[config.mk]
export PLATFORM = sky130hd
export DESIGN_NAME = uart_tx_arbiter
export DESIGN_NICKNAME = d
export VERILOG_FILES = /design/src/rtl/uart_tx_arbiter.sv
export SDC_FILE = /design/constraint.sdc
export NUM_CORES = 1
export LEC_CHECK = 0
export CELL_PAD_IN_SITES_DETAIL_PLACEMENT = 0
export CELL_PAD_IN_SITES_GLOBAL_PLACEMENT = 2
export CORE_MARGIN = 2
export CORE_UTILIZATION = 22
export CTS_CLUSTER_DIAMETER = 100
export DETAILED_ROUTE_END_ITERATION = 8
export GPL_ROUTABILITY_DRIVEN = 1
export PLACE_DENSITY_LB_ADDON = 0.1
export SETUP_SLACK_MARGIN = 0.4
export SLEW_MARGIN = 30
export SYNTH_ARGS = -nofsm -noshare
export SYNTH_HDL_FRONTEND = slang
export SYNTH_SLANG_ARGS = --single-unit
[constraint.sdc]
create_clock -name txclk -period 1.7 [get_ports txclk]
set_input_delay 0.425 -clock txclk [delete_from_list [all_inputs] [get_ports txclk]]
set_output_delay 0.425 -clock txclk [all_outputs]
set_load 0.005 [all_outputs]
[src/rtl/uart_tx_arbiter.sv]
// Round-robin arbiter that shares one UART transmitter among NUM_REQ byte sources.
// Define UART_ARB_TIMEOUT_EN to add load-timeout recovery on the tx_err port.
module uart_tx_arbiter #(
  parameter int NUM_REQ     = 4,
  parameter int DATA_W      = 8,
  parameter int TIMEOUT_CYC = 16
) (
  input  logic                          txclk,
  input  logic                          reset,
  input  logic [NUM_REQ-1:0]            req_valid,
  input  logic [NUM_REQ*DATA_W-1:0]     req_data,
  output logic [NUM_REQ-1:0]            req_ready,
  output logic                          tx_enable,
  output logic                          ld_tx_data,
  output logic [DATA_W-1:0]             tx_data,
  input  logic                          tx_empty,
  output logic [$clog2(NUM_REQ)-1:0]    grant_id,
  output logic                          busy,
  output logic [15:0]                   frame_cnt,
  output logic                          tx_err
);

  localparam int PTR_W = $clog2(NUM_REQ);

  typedef enum logic [1:0] {
    IDLE,
    LOAD,
    WAIT_BUSY,
    WAIT_DONE
  } state_e;

  state_e              state_q;
  logic [PTR_W-1:0]    ptr_q;
  logic [NUM_REQ-1:0]  req_ready_q;
  logic                tx_enable_q;
  logic                ld_tx_data_q;
  logic [DATA_W-1:0]   tx_data_q;
  logic [PTR_W-1:0]    grant_id_q;
  logic                busy_q;
  logic [15:0]         frame_cnt_q;

  logic                found_d;
  logic [PTR_W-1:0]    sel_d;
  logic [PTR_W-1:0]    ptr_d;
  logic [NUM_REQ-1:0]  grant_vec_d;
  logic [DATA_W-1:0]   sel_data_d;

  function automatic logic [PTR_W-1:0] rr_idx(
    input logic [PTR_W-1:0] base,
    input int               off
  );
    int s;
    s = int'(base) + off;
    if (s >= NUM_REQ) s = s - NUM_REQ;
    return PTR_W'(s);
  endfunction

  // Scan downward so the lowest offset from the pointer wins.
  always_comb begin
    found_d = 1'b0;
    sel_d   = '0;
    for (int k = NUM_REQ - 1; k >= 0; k--) begin
      if (req_valid[rr_idx(ptr_q, k)]) begin
        found_d = 1'b1;
        sel_d   = rr_idx(ptr_q, k);
      end
    end
    ptr_d       = (sel_d == PTR_W'(NUM_REQ - 1)) ? '0 : sel_d + 1'b1;
    grant_vec_d = NUM_REQ'(1) << sel_d;
    sel_data_d  = req_data[int'(sel_d)*DATA_W +: DATA_W];
  end

`ifdef UART_ARB_TIMEOUT_EN
  localparam int TO_W = $clog2(TIMEOUT_CYC + 1);
  logic [TO_W-1:0] cnt_q;
  logic            tx_err_q;
`endif

  always_ff @(posedge txclk) begin
    if (reset) begin
      state_q      <= IDLE;
      ptr_q        <= '0;
      req_ready_q  <= '0;
      tx_enable_q  <= 1'b0;
      ld_tx_data_q <= 1'b0;
      tx_data_q    <= '0;
      grant_id_q   <= '0;
      busy_q       <= 1'b0;
      frame_cnt_q  <= '0;
`ifdef UART_ARB_TIMEOUT_EN
      cnt_q        <= '0;
      tx_err_q     <= 1'b0;
`endif
    end else begin
      ld_tx_data_q <= 1'b0;
      req_ready_q  <= '0;
      tx_enable_q  <= 1'b1;
      busy_q       <= 1'b1;
`ifdef UART_ARB_TIMEOUT_EN
      tx_err_q     <= 1'b0;
`endif
      unique case (state_q)
        IDLE: begin
          if (tx_empty && found_d) begin
            state_q      <= LOAD;
            tx_data_q    <= sel_data_d;
            grant_id_q   <= sel_d;
            ptr_q        <= ptr_d;
            ld_tx_data_q <= 1'b1;
            req_ready_q  <= grant_vec_d;
          end else begin
            busy_q      <= 1'b0;
            tx_enable_q <= |req_valid;
          end
        end
        LOAD: begin
          state_q <= WAIT_BUSY;
`ifdef UART_ARB_TIMEOUT_EN
          cnt_q   <= '0;
`endif
        end
        WAIT_BUSY: begin
          if (!tx_empty) begin
            state_q <= WAIT_DONE;
          end
`ifdef UART_ARB_TIMEOUT_EN
          else if (cnt_q == TO_W'(TIMEOUT_CYC - 1)) begin
            state_q     <= IDLE;
            tx_err_q    <= 1'b1;
            busy_q      <= 1'b0;
            tx_enable_q <= |req_valid;
          end else begin
            cnt_q <= cnt_q + 1'b1;
          end
`endif
        end
        WAIT_DONE: begin
          if (tx_empty) begin
            state_q     <= IDLE;
            frame_cnt_q <= frame_cnt_q + 16'd1;
            busy_q      <= 1'b0;
            tx_enable_q <= |req_valid;
          end
        end
        default: state_q <= IDLE;
      endcase
    end
  end

  assign req_ready  = req_ready_q;
  assign tx_enable  = tx_enable_q;
  assign ld_tx_data = ld_tx_data_q;
  assign tx_data    = tx_data_q;
  assign grant_id   = grant_id_q;
  assign busy       = busy_q;
  assign frame_cnt  = frame_cnt_q;
`ifdef UART_ARB_TIMEOUT_EN
  assign tx_err     = tx_err_q;
`else
  assign tx_err     = 1'b0;
`endif

endmodule

Word-level counts from Yosys, hierarchy flattened --
Index checks and enable logic that the tools add are counted.
Storage, ports and cells: register bits after elaboration 37, input port bits 39, logic and storage cells 76, output and inout port bits 34
Operators by class: shifts and indexed selects 2, add/subtract/negate cells 9, bitwise operators 2, equality and inequality tests 7, multiplexer cells 31, reduce and logical (&&, ||, !) cells 8, magnitude comparators 8
Operator list (number):
- $shiftx 32x6->8 | 1
- $mux 2 | 12
- $add 16x1->16 const B | 1
- $lt 2x3->1 const B | 4
- $mux 1 | 12
- $ge 3x3->1 const B | 3
- $bmux 1 s2 | 4
- $pmux 2 s4 | 1
- $sub 2x1->2 const B | 4
- $add 2x2->3 const B | 2
- $eq 2x2->1 const B | 3
- $ne 2x2->1 const B | 3
- $pmux 1 s2 | 2
- $reduce_and 2->1 | 2
- $reduce_or 4->1 | 1
- $shl 1x2->4 const A | 1
- $add 2x1->3 const B | 1
- $ge 2x3->1 const B | 1
- $reduce_and 3->1 | 1
- $reduce_or 3->1 | 1
- $add 2x1->2 const B | 1
- $eq 2x1->1 const B | 1
- $logic_not 2->1 | 1
- $not 1->1 | 2
- 2 further kinds | 2

Depth between registers and ports, before layout --
Gate-level depths: netlist of the first run.
depth in word-level cells 12, mapped depth 8

Worst setup path after synthesis of the first run --
No wires, ideal clock.
path kind reg2reg, from register ptr_q[1], to register ptr_q[0], setup time 71 ps, slack -48 ps, cell stages (with the launch flop) 9, period minus slack after synthesis 1748 ps, path buffers 1, arrival time 1678 ps, path through dfxtp_1 > and2_1 > o221ai_2 > nand2_2 > inv_2 > buf_6 > ha_1 > or3_1 > a21oi_1
Between the ends: word-level cells in the longest chain between the ends 11, elaborated cells on any way between the ends 36
Ends and longest elaborated chain:
- from (decl) | RTL line 33 | logic [PTR_W-1:0] ptr_q;
- from (signal assigned) | RTL line 108 | ptr_q <= ptr_d;
- $add 2x2->3 | RTL line 53 | s = int'(base) + off;
- $ge 3x3->1 / $sub 2x1->2 (equally long branches) | RTL line 54 | if (s >= NUM_REQ) s = s - NUM_REQ;
- $mux 2 | RTL line 54
- $bmux 1 s2 | RTL line 63 | if (req_valid[rr_idx(ptr_q, k)]) begin
- $mux 1 (implied by the code) | RTL line 63
- $mux 2 (3 in series) | RTL line 63
- $mux 2 (*) | RTL line 63
- named net sel_d[1] | RTL line 43 | logic [PTR_W-1:0] sel_d;
- $eq 2x2->1 (*) | RTL line 68 | ptr_d = (sel_d == PTR_W'(NUM_REQ - 1)) ? '0 : sel_d + 1'b1;
- $mux 2 (*) | RTL line 68
Mark *: on every way through the listed nets, which the timed path passes. The rest lies on a longest branch. The select of a mux whose other input is x is not followed. A chain may end at the register's enable or synchronous reset.

Worst setup path after layout of the first run --
from input port req_valid[3], to register tx_data_q[6], in the netlist tx_data[6]
Between the ends: word-level cells in the longest chain between the ends 8, elaborated cells on any way between the ends 19
Ends and longest elaborated chain:
- from (decl) | RTL line 10 | input logic [NUM_REQ-1:0] req_valid,
- branches (longest 8 deep; another with $shiftx 32x6->8)
- to (signal assigned) | RTL line 106 | tx_data_q <= sel_data_d;
- to (decl) | RTL line 37 | logic [DATA_W-1:0] tx_data_q;
Several ways; the timed one is not identified. The select of a mux whose other input is x is not followed.

==> results of run 1 <==
-- timing repair --
| action | CTS | global route |
|---|---|---|
| buffers inserted | 27 | 10 |
| gates resized for setup | 176 | 61 |
| pin swaps | 27 | 24 |
| endpoints found under the setup margin | 68 | 57 |
| cloned | 1 | 0 |
-- cell families (layout without fill, tap and decap cells) --
group / count (synthesis) / after routing / synth area share (%)
AND/OR/NAND/NOR: 85 / 85 / 23.5
multiplexers: 9 / 9 / 4.78
flip-flops: 37 / 37 / 39.3
buffers and inverters: 23 / 170 / 5.65
XOR/XNOR: 10 / 10 / 4.65
AO/OA/AOI/OAI: 52 / 52 / 18.5
adder cells (fa/ha/maj): 5 / 5 / 3.32
other: 1 / 1 / 0.199
-- placed cells by master (no fill, tap or decap), types with 4 or more instances in the layout --
cell | netlist | layout
buf_12 | 0 | 4
clkbuf_2 | 0 | 4
clkdlybuf4s15_1 | 0 | 19
nor2_1 | 21 | 14
dfxtp_4 | 0 | 5
o21ai_0 | 13 | 5
mux2i_1 | 9 | 8
buf_4 | 3 | 44
nand2_2 | 2 | 6
inv_1 | 10 | 9
o211ai_1 | 8 | 8
nor2_4 | 1 | 6
ha_4 | 0 | 4
o21ai_2 | 0 | 8
clkbuf_8 | 0 | 5
or3_1 | 8 | 5
nand2_1 | 22 | 17
buf_6 | 1 | 39
a21oi_2 | 0 | 6
dfxtp_1 | 37 | 9
nand3_1 | 5 | 4
a21boi_0 | 8 | 8
a21oi_1 | 17 | 9
xnor2_1 | 8 | 6
and3_1 | 8 | 8
dfxtp_2 | 0 | 23
clkdlybuf4s50_1 | 0 | 32
-- final timing paths --
check,cells past startpoint,endpoint,startpoint,slack (ns)
setup / recovery,9,tx_data[6],req_valid[3],0.08
hold / removal,2,grant_id[1],grant_id[1],0.46
setup reg to reg,6,frame_cnt[8],state_q[1],0.11
hold reg to reg,2,grant_id[1],grant_id[1],0.46
-- metal layers --
metal  wire, um  vias to the layer above
li1           -                     1063
met1       2730                      952
met2       2780                       48
met3        273                        4
met4         59                        0
met5          0                        -
-- area by class of cell --
type	count	area share, %
repair buffers	150	37.9
multi-input cells	162	35.1
flip-flops and latches	37	20.2
well taps	105	3.37
clock buffers	6	1.86
inverters	12	1.22
clock inverters	2	0.257
-- metrics by stage --
step	TNS (ns)	power (W)	worst slack, ns	hold slack, ns
after global placement	-13.47	0.00202	-0.577	0.446
after detailed placement	-14.10	0.00201	-0.641	0.450
after floorplan	0	0.00149	0.110	0.453
after global routing	0	0.00307	0.0460	0.484
after CTS	0	0.00282	0.0815	0.461
final	0	0.00286	0.0801	0.459
-- power by group through the flow --
stage               logic (W)  registers [W]  clock network, W
finish                0.00123        0.00103          0.000606
global placement     0.000973        0.00105                 0
floorplan            0.000440        0.00105                 0
CTS                   0.00115        0.00103          0.000640
detailed placement   0.000963        0.00105                 0
global route          0.00135        0.00105          0.000677
-- critical path, stage by stage --
cell and delay [ns]:
buf_6 0.09, buf_6 0.10, or4_4 0.52, nand4b_1 0.16
buf_4 0.15, a2111oi_4 0.03, buf_6 0.15, o21ai_2 0.06
o211ai_1 0.09
-- state kept, by name, indices dropped and copies added (netlist names) --
signal,flops
frame_cnt,16
busy,1
tx_enable,1
grant_id,2
ld_tx_data,1
state_q,2
req_ready,4
ptr_q,2
tx_data,8
==> results.md, run 1 <==
* Outcome: complete, no violations
* N_diodes at 0
* P_sw at 0.000909 W
* CTS tree: built
* Global Route met2 Usage at 21.1%
* Synthesized cell area at 1880 um^2
* Placed cell area at 3140 um^2
* Flop pwr share at 36.1%
* I/O pin count at 73
* Horiz. Die Dim at 96.5 um
* Syn-to-layout area delta at 107%
* M3 GR Usage at 2.64%
* Leakage at 1.60 nW
* Num CTS Buffers at 5
* Sequential share of the synthesized area at 39.3%
* Power share of the clock group at 21.1%
* Worst EP required at 1.87 ns
* Global-route wire length before repair at 9480 um
* Cell Pwr Density at 735 nW/um^2
* P_int at 0.00196 W
* H-tree depth at 2
* Final WL at 5850 um
* Fillcell total at 823
* DR WL/cell at 12.3 um
* Hold_buf cts at 0
* Synth Flop Type: dfxtp_1
* Worst setup EP type: flop
* Logic pwr share at 42.8%
* Initial Util at 22.8%
* Area leader, netlist: dfxtp_1
* Tmin final at 1.62 ns
* Switching Share at 31.7%
* FFs w/ async S/R, synth at 0%
* Final setup vio count at 0
* Number of global-route vias before repair at 2016
* Mean Syn Cell Area at 8.48 um^2
* CTS max path bufs at 2
* Reg area at 788 um^2
* Synth unique cells at 42
* Final Cycle Share at 95.3%
* Worst Skew at 0.00641 ns
* Most frequent cell after synthesis: dfxtp_1
* Unrepaired setup endpoints after global routing: true
* Seq cells post-synth at 37
* Met1 Use GR at 17.6%
* Worst Path Arrival at 1.79 ns
* Total nets after synthesis at 266
* Area contributors post-synth: dfxtp_1 (39%), mux2i_1 (4.8%), a21oi_1 (4.5%)
* Worst vdd ir at 311 uV
* Post-Layout Cell Count at 474
* Final GP Congestion at 0.736
* IO buf count at 71
* Final core area utilization at 47.2%
* Share of layout cells above drive strength 1 at 52.6%
* DRT antenna net count at 0
* Site Rows at 33
* DP HPWL at 4250 um
* F_max at 617 MHz
* Remaining DRCs at 0
* Final hold violation count at 0
* Inst Count DP at 428
* Ys Warns at 0
* Die Area at 9320 um^2
* Core box area at 8260 um^2
* Die height at 96.5 um
* Startpoint Class: primary input
* Initial DRC Count at 44
* Worst-path maximum fanout at 8
* Top cell type's share of synthesized area at 39.3%
* EDFF count, synth at 0
* Clock Root Buffer: clkbuf_8
* GRT overflow at 0
* Via density at 4.36
* Total number of vias at 2067
* Synth Instances at 222
* Most frequent cells after synthesis: dfxtp_1 (37), nand2_1 (22), nor2_1 (21), a21oi_1 (17), o21ai_0 (13)
* Max-cap violations at 0
* Clock transition at the registers of the reported paths at 0.08 ns
* Initial antenna violation count at 0
* Multi-input gate area at 1370 um^2
* Drt first pass iters at 4
* Clk_lat worst skew at 0.29 ns
* Design area at 3900 um^2
* Most Used Layer, Global Route: met2
* All-layer global routing usage at 13.1%
* Kind of critical path: primary input to flop
* Largest net degree at the start of global routing at 26
* CTS sink cnt at 37
* NumNets Final at 412
* Max-slew violations at 0
* Hold Path Class: flop to flop
Power figures use the tool's default switching activity.
==> inputs of run 2 (changes only) <==
Settings changed: SKIP_LAST_GASP set to 1.
==> results of run 2 <==
Final layout, timing and power as in run 1 (identical DEF).
